File: src/rtl/watch_pkg.sv
// Shared definitions for the watch controller: mode encodings,
// time-field widths and wrap limits.
package watch_pkg;

  typedef enum logic [1:0] {
    RUN      = 2'd0,
    SET_HOUR = 2'd1,
    SET_MIN  = 2'd2,
    SET_SEC  = 2'd3
  } mode_t;

  localparam int HOUR_W   = 5;
  localparam int MIN_W    = 6;
  localparam int SEC_W    = 6;
  localparam int HOUR_LIM = 24;
  localparam int MIN_LIM  = 60;
  localparam int SEC_LIM  = 60;

endpackage

File: src/rtl/wrap_counter.sv
// Modulo-LIMIT counter; wrap flags the increment that rolls over to 0.
// Knows nothing about modes: the caller decides when to increment.
module wrap_counter #(
  parameter int LIMIT = 60,
  parameter int WIDTH = 6
) (
  input  logic             clk,
  input  logic             reset,
  input  logic             inc,
  output logic [WIDTH-1:0] value,
  output logic             wrap
);

  localparam logic [WIDTH-1:0] MAX = WIDTH'(LIMIT - 1);

  assign wrap = inc && (value == MAX);

  always_ff @(posedge clk or negedge reset) begin
    if (!reset) begin
      value <= '0;
    end else if (inc) begin
      value <= wrap ? '0 : value + 1'b1;
    end
  end

endmodule

File: src/rtl/watch_ctrl.sv
// Watch controller: run/set mode FSM plus hh:mm:ss carry chain.
// Optional WATCH_CTRL_DAY_CARRY_EN adds the o_day_tick output.
module watch_ctrl
  import watch_pkg::*;
#(
  parameter int P_COUNT_BIT = 30,
  parameter int P_FREQ      = 100_000_000
) (
  input  logic                   clk,
  input  logic                   reset,
  input  logic                   i_tick,
  input  logic                   i_btn_mode,
  input  logic                   i_btn_inc,
  output logic                   o_run_en,
  output logic [P_COUNT_BIT-1:0] o_freq,
  output logic [HOUR_W-1:0]      o_hour,
  output logic [MIN_W-1:0]       o_min,
  output logic [SEC_W-1:0]       o_sec,
  output logic [1:0]             o_mode
`ifdef WATCH_CTRL_DAY_CARRY_EN
  ,
  output logic                   o_day_tick
`endif
);

  mode_t state, state_nx;
  logic  run_tick, set_inc;
  logic  sec_inc, min_inc, hour_inc;
  logic  sec_wrap, min_wrap;

  assign o_freq = P_COUNT_BIT'(P_FREQ);
  assign o_mode = state;

  always_ff @(posedge clk or negedge reset) begin
    if (!reset) begin
      state    <= RUN;
      o_run_en <= 1'b1;
    end else begin
      state    <= state_nx;
      o_run_en <= (state_nx == RUN);
    end
  end

  always_comb begin
    state_nx = state;
    if (i_btn_mode) begin
      unique case (state)
        RUN:      state_nx = SET_HOUR;
        SET_HOUR: state_nx = SET_MIN;
        SET_MIN:  state_nx = SET_SEC;
        SET_SEC:  state_nx = RUN;
      endcase
    end
  end

  // A mode press wins over a simultaneous increment.
  assign run_tick = (state == RUN) && i_tick;
  assign set_inc  = i_btn_inc && !i_btn_mode;

  assign sec_inc  = run_tick
                 || (state == SET_SEC && set_inc);
  assign min_inc  = (run_tick && sec_wrap)
                 || (state == SET_MIN && set_inc);
  assign hour_inc = (run_tick && sec_wrap && min_wrap)
                 || (state == SET_HOUR && set_inc);

  wrap_counter #(.LIMIT(SEC_LIM), .WIDTH(SEC_W)) u_sec (
    .clk   (clk),
    .reset (reset),
    .inc   (sec_inc),
    .value (o_sec),
    .wrap  (sec_wrap)
  );

  wrap_counter #(.LIMIT(MIN_LIM), .WIDTH(MIN_W)) u_min (
    .clk   (clk),
    .reset (reset),
    .inc   (min_inc),
    .value (o_min),
    .wrap  (min_wrap)
  );

`ifdef WATCH_CTRL_DAY_CARRY_EN
  logic hour_wrap;

  wrap_counter #(.LIMIT(HOUR_LIM), .WIDTH(HOUR_W)) u_hour (
    .clk   (clk),
    .reset (reset),
    .inc   (hour_inc),
    .value (o_hour),
    .wrap  (hour_wrap)
  );

  // Only a clock-driven rollover counts as a new day.
  always_ff @(posedge clk or negedge reset) begin
    if (!reset) begin
      o_day_tick <= 1'b0;
    end else begin
      o_day_tick <= run_tick && hour_wrap;
    end
  end
`else
  logic unused_hour_wrap;

  wrap_counter #(.LIMIT(HOUR_LIM), .WIDTH(HOUR_W)) u_hour (
    .clk   (clk),
    .reset (reset),
    .inc   (hour_inc),
    .value (o_hour),
    .wrap  (unused_hour_wrap)
  );
`endif

endmodule

File: config.mk
export PLATFORM = sky130hd
export DESIGN_NAME = watch_ctrl
export DESIGN_NICKNAME = d
export VERILOG_FILES = /design/src/rtl/watch_pkg.sv /design/src/rtl/wrap_counter.sv /design/src/rtl/watch_ctrl.sv
export SDC_FILE = /design/constraint.sdc
export NUM_CORES = 1
export LEC_CHECK = 0
export CORE_MARGIN = 3
export CORE_UTILIZATION = 42
export DETAILED_ROUTE_END_ITERATION = 7
export GPL_TIMING_DRIVEN = 1
export PLACE_DENSITY = 0.86
export SLEW_MARGIN = 10
export SYNTH_ARGS = -nofsm -noshare
export SYNTH_HDL_FRONTEND = slang
export SYNTH_SLANG_ARGS = --single-unit
File: constraint.sdc
create_clock -name clk -period 1.9 [get_ports clk]
set_input_delay 0.19 -clock clk [delete_from_list [all_inputs] [get_ports clk]]
set_output_delay 0.19 -clock clk [all_outputs]
set_load 0.01 [all_outputs]
## Word level (Yosys, flattened, before mapping)

Cells that the tools add are included.

- Flip-flop bits (word level): 20
- Bits in latches: 0
- Memory bits (writable): 0
- ROM bits: 0
- Input bits: 5
- Word-level logic and storage cells: 35
- Memories kept: 0

- $add $sub $neg: 3
- $mul: 0
- Divide/modulo/power cells: 0
- $lt $le $gt $ge: 0
- Eq/ne operators: 6
- Shifts and indexed selects: 0
- Multiplexer cells: 5
- Bitwise operators: 0
- Reductions and logical operators: 16

Operators with widths:

| operator | number |
|---|---|
| $add 6x1->6 const B | 2 |
| $eq 6x6->1 const B | 2 |
| $mux 6 | 2 |
| $logic_and 1x1->1 | 10 |
| $pmux 2 s4 | 1 |
| $add 5x1->5 const B | 1 |
| $eq 5x5->1 const B | 1 |
| $mux 5 | 1 |
| $eq 2x2->1 const B | 2 |
| $logic_not 2->1 | 2 |
| $logic_or 1x1->1 | 3 |
| $eq 2x1->1 const B | 1 |
| $mux 2 | 1 |
| $logic_not 1->1 | 1 |

## Logic depth before layout (Yosys ltp)

Gate-level depths: netlist of the first run.

- Depth after elaboration: 12
- Mapped depth: 7
- Mapped depth without buffers: 7

## Modules after synthesis

A second synthesis of the first run with hierarchy kept.

- Cell total of the unflattened synthesis: 137
- Area, all modules: 1303.8 µm²

Modules (own cells, without submodules):

| module | times used | cells an instance | area an instance (µm²) |
|---|---|---|---|
| wrap_counter (u_min ...) | 2 | 31 | 310.3 |
| watch_ctrl | 1 | 53 | 441.7 |
| wrap_counter (u_hour) | 1 | 22 | 241.5 |

## Worst setup path before layout of the first run

No wires, ideal clock.

- Kind: register to register
- Start: register state[0], in the netlist o_mode[0]
- End: register u_min.value[2]
- Library setup time: 0.125 ns
- Data arrival time: 1.606 ns
- Data required time: 1.775 ns
- Slack: 0.170 ns
- Cell stages (with the launch flop): 8
- Clock period less this slack: 1.730 ns
- Cells stage by stage: dfrtp_1 > inv_1 > ha_1 > nand2_1 > nor3_4 > a21oi_2 > nand2b_1 > mux2_2

- Longest elaborated chain between the ends: 8

Ends and longest elaborated chain:

| item | line | text |
|---|---|---|
| start: declaration | watch_ctrl.sv:26 | `mode_t state, state_nx;` |
| start signal: assignment | watch_ctrl.sv:39 | `state <= state_nx;` |
| $eq 2x2->1 or $logic_not 2->1 (tied branches) | watch_ctrl.sv:61, watch_ctrl.sv:57 |  |
| $logic_and 1x1->1, on equally long branches | watch_ctrl.sv:61, watch_ctrl.sv:57 |  |
| $logic_or 1x1->1 | watch_ctrl.sv:61 | `\|\| (state == SET_SEC && set_inc);` |
| $logic_and 1x1->1 | wrap_counter.sv:16 | `assign wrap = inc && (value == MAX);` |
| $logic_and 1x1->1 | watch_ctrl.sv:62 | `assign min_inc = (run_tick && sec_wrap)` |
| $logic_or 1x1->1 * | watch_ctrl.sv:63 | `\|\| (state == SET_MIN && set_inc);` |
| $logic_and 1x1->1 | wrap_counter.sv:16 |  |
| $mux 6 | wrap_counter.sv:22 | `value <= wrap ? '0 : value + 1'b1;` |
| end signal: assignment | wrap_counter.sv:22 |  |
| end: declaration | wrap_counter.sv:10 | `output logic [WIDTH-1:0] value,` |

Every way passes the cells marked *; elsewhere a longest branch is shown, timed or not.
A chain may end at the register's enable or synchronous reset.

## Worst setup path after layout of the first run

- Start: register state[1], in the netlist o_mode[1]
- End: register u_hour.value[4]

- Longest elaborated chain between the ends: 11

Ends and longest elaborated chain:

| item | line | text |
|---|---|---|
| $eq 2x2->1 or $logic_not 2->1 (tied branches) | watch_ctrl.sv:61, watch_ctrl.sv:57 |  |
| $logic_and 1x1->1, on equally long branches | watch_ctrl.sv:61, watch_ctrl.sv:57 |  |
| $logic_or 1x1->1 | watch_ctrl.sv:61 |  |
| $logic_and 1x1->1 | wrap_counter.sv:16 |  |
| $logic_and 1x1->1 | watch_ctrl.sv:62, watch_ctrl.sv:64 |  |
| $logic_or 1x1->1 | watch_ctrl.sv:63 |  |
| $logic_and 1x1->1 | wrap_counter.sv:16 |  |
| $logic_and 1x1->1 | watch_ctrl.sv:64 | `assign hour_inc = (run_tick && sec_wrap && min_wrap)` |
| $logic_or 1x1->1 * | watch_ctrl.sv:65 | `\|\| (state == SET_HOUR && set_inc);` |
| $logic_and 1x1->1 | wrap_counter.sv:16 |  |
| $mux 5 | wrap_counter.sv:22 |  |
| end signal: assignment | wrap_counter.sv:22 |  |
| end: declaration | wrap_counter.sv:10 |  |

Marks and branches as above.

==> results of run 1 <==
## where the power goes
group | leakage [nW] | switching [mW] | internal, mW
sequential | 0.250 | 0.184 | 0.576
combinational | 0.466 | 0.412 | 0.485
clock | 0.0150 | 0.135 | 0.0820
total | 0.732 | 0.730 | 1.14
## flip-flops by register name, indices dropped and copies added, names as in the netlist
| signal | count |
|---|---|
| u_sec.value | 6 |
| o_mode | 2 |
| u_hour.value | 5 |
| u_min.value | 6 |
| o_run_en | 1 |
## placed cells by master, fill, tap and decap left out, drive strengths merged, types with 2 or more instances in the layout
cell type       n
o31ai           4
nand2           9
nor2            7
o21ai          15
clkbuf          4
ha              8
nand3           5
nor2b           2
mux2            2
dfrtp          19
a21o            2
conb           30
nand4           2
inv             3
nor3            4
and3            2
nand2b          3
clkdlybuf4s50  24
buf             8
a21oi           3
## worst max-delay path, stage by stage, from the launching register on
cell and delay (ns):
dfrtp_1 0.44, inv_2 0.11, ha_1 0.15, nand2_1 0.10, nor3_4 0.21, a22oi_2 0.12, or4b_1 0.52, nand2_1 0.07
## per-layer routing
layer  track usage  vias up  share of wire
met5             0        -              0
met4        0.0485        0          0.012
met3        0.0503        5          0.068
met2         0.234       30           0.50
met1         0.173      471           0.42
li1              -      478              -
## kinds of logic (layout without fill, tap and decap cells)
| family | count (synthesis) | count (layout) | synth area share |
|---|---|---|---|
| AOI/OAI and AO/OA | 30 | 30 | 0.151 |
| xor gates and xnor gates | 1 | 1 | 0.00679 |
| adders and majority gates | 8 | 8 | 0.0776 |
| buffers and inverters | 33 | 39 | 0.183 |
| DFF | 20 | 20 | 0.389 |
| muxes | 2 | 2 | 0.0175 |
| other | 2 | 30 | 0.00582 |
| and+or+nand+nor | 37 | 37 | 0.169 |
## stage by stage
step | total power [mW] | worst slack (ns) | area [µm²] | hold slack (ns) | util
6_report | 1.87 | 0.128 | 1540 | 0.142 | 0.539
4_1_cts | 1.83 | 0.0261 | 1500 | 0.141 | 0.525
3_3_place_gp | 1.55 | 0.150 | 1470 | 0.490 | 0.516
3_5_place_dp | 1.61 | 0.0525 | 1470 | 0.494 | 0.516
5_1_grt | 2.05 | 0.0323 | 1540 | 0.146 | 0.539
2_1_floorplan | 1.22 | 0.170 | 1400 | -0.106 | -
## repair_timing
action / in CTS / in global routing
buffers inserted: 0 / 5
gates resized for setup: 0 / 3
setup endpoints to repair: 0 / 1
## final cells by class
| class | count | area, µm² | share of cell area |
|---|---|---|---|
| Clock buffer | 4 | 26.3 | 0.0171 |
| Tap cell | 31 | 38.8 | 0.0252 |
| Sequential cell | 20 | 503 | 0.327 |
| Multi-Input combinational cell | 108 | 657 | 0.428 |
| Inverter | 3 | 11.3 | 0.00733 |
| Timing Repair Buffer | 32 | 300 | 0.195 |
## Yosys cell counts
cell type  instances  area [µm²]
dfstp_2            1        26.3
nand2_1            9        33.8
o31ai_1            4        30.0
a21boi_2           1        11.3
nand2b_1           3        18.8
nor3_4             1        16.3
xnor2_1            1        8.76
a22oi_2            1        12.5
nand4_2            2        25.0
nor2_4             1        11.3
buf_4             30         225
a31oi_1            1        6.26
conb_1             2        7.51
nand3_1            5        25.0
and2b_1            1        7.51
nor3_1             3        15.0
ha_1               8         100
inv_1              3        11.3
and3_1             2        12.5
a22o_1             1        8.76
nor3b_1            1        7.51
nor2b_1            2        12.5
a21oi_1            2        10.0
o41ai_1            1        8.76
o211ai_1           1        7.51
a21o_2             1        8.76
o21ai_0           15        75.1
nor2_1             6        22.5
a21o_1             1        7.51
mux2_2             2        22.5
a21oi_2            1        8.76
dfrtp_1           19         475
or4b_1             1        10.0
## worst paths after layout
check	startpoint	end	slack [ns]	depth (start not counted)
worst min-delay path	reset	u_sec.value[3]	0.14	1
worst max-delay path	o_mode[1]	u_hour.value[4]	0.13	7
max in group asynchronous	reset	u_min.value[0]	1.23	2
worst min register to register	u_hour.value[3]	u_hour.value[3]	0.54	1
min in group clk	u_hour.value[3]	u_hour.value[3]	0.54	1
worst max register to register	o_mode[1]	u_hour.value[4]	0.13	7
==> flow_summary.json, run 1 <==
{
  "final_nets": 181,
  "finalCriticalPeriod_ns": 1.77,
  "drive_gt1_frac": 0.150,
  "dp.cells": 189,
  "route.detailed.drc": 0,
  "grt-ovfl-total": 0,
  "cts_buffers": 3,
  "drt_iter0_markers": 25,
  "ys_warn_count": 0,
  "wire_per_inst_um": 12.3,
  "grt_pass1_wl_mm": 3.90,
  "critPathCaptureType": "register",
  "ys_seq_elements": 20,
  "clk_latency_ns": 0.31,
  "cts_max_level": 1,
  "grt_use_total": 0.142,
  "place_hpwl_mm": 1.89,
  "peakVddDrop_mv": 0.827,
  "die_h_um": 61.4,
  "cts_tree": "yes",
  "worstHoldPathType": "input port to async pin",
  "vias": 984,
  "area_growth_pct": 19.1,
  "place_congestion": 0.790,
  "core-area_mm2": 0.00285,
  "dr.pass1.iters": 4,
  "grt_max_degree": 14,
  "vias_per_cell": 4.97,
  "diodes": 0,
  "drv_cap": 0,
  "clock_path_buffers": 2,
  "syn_area_per_cell_um2": 9.70,
  "worst-path-max-fanout": 6,
  "cts.sinks": 20,
  "powerDensity_mw_per_mm2": 1220,
  "synth_cells": 133,
  "antenna_found_initial": 0,
  "max_freq_mhz": 564,
  "synth_area_mm2": 0.00129,
  "crit_arrival_ns": 2.03,
  "top_level_ports": 55,
  "synth.distinct_cells": 33,
  "skew_ns": 0.00487,
  "p_leak_nw": 0.732,
  "finalCritPeriodShare": 0.933,
  "setup_viol_count_final": 0,
  "crit_type": "register to register",
  "layout.cells.non_filler": 198,
  "hold_viol": 0,
  "start_util": 0.452,
  "synth-seq-area-share": 0.389,
  "grt_pass1_vias": 899,
  "die_w_um": 61.4,
  "drt_wl_total_mm": 2.43,
  "clk_pin_slew_ns": 0.11,
  "status": "finished clean",
  "cp_data_required_time_ns": 2.16,
  "cts_root_buffer": "clkbuf_4",
  "portBuffers": 24,
  "fillers": 256,
  "slew_violations": 0,
  "startpoint_type": "register",
  "fp-row-count": 19,
  "dieArea_mm2": 0.00377,
  "postCtsHoldBufs": 0,
  "rsz0062_at_grt": "false",
  "setup-tns-final_ns": 0,
  "final_antenna_net_count": 0
}
(Power assumes the default switching activity.)
==> run 2, diff against run 1 <==
Settings changed: PLACE_DENSITY 0.86 to 0.79.
==> run 2 against run 1 <==
Largest power group unchanged. Die area unchanged. Flip-flop and latch count unchanged. Clock-buffer cell count down 1. Critical endpoint unchanged.
==> flow_summary.json, run 2 (synthesis gave the netlist of run 1 again) <==
{
  "fp-row-count": 19,
  "clock_path_buffers": 2,
  "r2r-start": "o_mode[1]",
  "cts_max_level": 1,
  "wire_per_inst_um": 12.3,
  "dieArea_mm2": 0.00377,
  "max_freq_mhz": 569,
  "finalCriticalPeriod_ns": 1.76,
  "cpPeakStageDelay_ns": 0.51,
  "top_regs": "u_min.value: 6 flops, u_sec.value: 6 flops, u_hour.value: 5 flops",
  "peakVddDrop_mv": 1.08,
  "r2r_setup_slack_ns": 0.14,
  "fillers": 277,
  "top_level_ports": 55,
  "final_cell_mix": "conb_1 (30), clkdlybuf4s50_1 (24), dfrtp_1 (18)",
  "drt_iter0_markers": 43,
  "dr.pass1.iters": 4,
  "start_util": 0.452,
  "cts.sinks": 20,
  "final_nets": 180,
  "worst-path-max-fanout": 6,
  "hold_ws_ns": 0.205,
  "cp_num_buf_inv": 1,
  "r2r_end": "u_hour.value[4]",
  "crit_arrival_ns": 2.01,
  "switching_share": 0.365,
  "seq_power_share": 0.385,
  "reg2regPathDepth": 7,
  "critPathCaptureType": "register",
  "cp_common_cell": "nand2_1",
  "clk_latency_ns": 0.30,
  "grt_use_total": 0.136,
  "path_depth": 7,
  "clk_pin_slew_ns": 0.12,
  "power_frac_comb": 0.442,
  "setup-tns-final_ns": 0,
  "cp_data_required_time_ns": 2.16,
  "cts_buffers": 3,
  "route.detailed.drc": 0,
  "place_hpwl_mm": 1.88,
  "crit_slowest_cell": "or4b_1",
  "startpoint_type": "register",
  "portBuffers": 24,
  "cp_cell_sequence": "inv_1, ha_1, nand2_1, nor3_4, a22oi_2, or4b_1, nand2_1",
  "vias_per_cell": 4.92,
  "powerDensity_mw_per_mm2": 1280,
  "drt_wl_total_mm": 2.42,
  "die_h_um": 61.4,
  "rsz0062_at_grt": "false",
  "cts_tree": "yes",
  "place_congestion": 0.828,
  "crit_type": "register to register",
  "switchingPower_uw": 726,
  "cts_root_buffer": "clkbuf_4",
  "finalCritPeriodShare": 0.925,
  "grt_pass1_vias": 913,
  "skew_ns": 0.00855,
  "path_delay_family": "simple AND/OR/NAND/NOR gates",
  "p_int_mw": 1.27,
  "pwr-share-clk": 0.173,
  "worstHoldPathType": "input port to async pin",
  "vias": 970,
  "setup_viol_count_final": 0,
  "final_antenna_net_count": 0,
  "status": "finished clean",
  "grt-ovfl-total": 0,
  "area_growth_pct": 20.8,
  "drive_gt1_frac": 0.151,
  "die_w_um": 61.4,
  "p_leak_nw": 0.739,
  "hold_viol": 0,
  "drv_cap": 0,
  "core-area_mm2": 0.00285,
  "antenna_found_initial": 0,
  "grt_max_degree": 21,
  "slew_violations": 0,
  "p_total_mw": 1.99,
  "diodes": 0,
  "layout_commonest_cell": "conb_1",
  "grt_pass1_wl_mm": 3.85
}
run 2: stage by stage:
step                      cell area [µm²]   util  worst slack, ns  instances
after global placement               1470  0.516            0.155        189
after floorplan                      1400      -            0.170        161
final                                1560  0.546            0.143        197
after CTS                            1520  0.534           0.0753        193
after detailed placement             1470  0.516            0.102        189
after global routing                 1560  0.546           0.0232        197
run 2: power by group through the flow:
stage	clock, mW	sequential, mW	combinational [mW]
finish	0.345	0.768	0.880
global route	0.378	0.792	0.977
CTS	0.358	0.765	0.847
detailed placement	0	0.767	0.845
global placement	0	0.754	0.807
floorplan	0	0.804	0.417
run 2: worst max-delay path by stage:
stage	startpoint	to	slack [ns]
2_1_floorplan	o_mode[0]	u_min.value[2]	0.17
3_3_place_gp	o_mode[0]	u_hour.value[4]	0.16
3_5_place_dp	o_mode[0]	u_hour.value[4]	0.10
4_1_cts	o_mode[0]	u_hour.value[4]	0.08
5_1_grt	o_mode[1]	u_hour.value[4]	0.02
6_report	o_mode[1]	u_hour.value[4]	0.14
run 2: repair_timing:
item | in CTS | in global routing
hold buffers | 0 | 0
hold endpoints to repair | 0 | 0
setup endpoints to repair | 0 | 1
gates resized for setup | 0 | 3
buffers inserted | 0 | 4
run 2: worst register-to-register path, stage by stage (launching register included):
cell and delay (ns):
dfrtp_1 0.42, inv_1 0.13, ha_1 0.16, nand2_1 0.09, nor3_4 0.22, a22oi_2 0.12, or4b_1 0.51, nand2_1 0.07
run 2: area by class of cell:
cell class | count | area, µm² | share of cell area
Inverter | 3 | 11.3 | 0.00723
Clock inverter | 1 | 30.0 | 0.0193
Clock buffer | 3 | 22.5 | 0.0145
Sequential cell | 20 | 503 | 0.323
Tap cell | 31 | 38.8 | 0.0249
Timing Repair Buffer | 31 | 293 | 0.188
Multi-Input combinational cell | 108 | 659 | 0.423
run 2: layer usage:
layer  routed length (µm)  global-route usage  vias to the layer above
li1                     -                   -                      470
met1                  937               0.169                      456
met2                 1290               0.228                       42
met3                  176              0.0398                        2
met4                   15              0.0394                        0
met5                    0                   0                        -
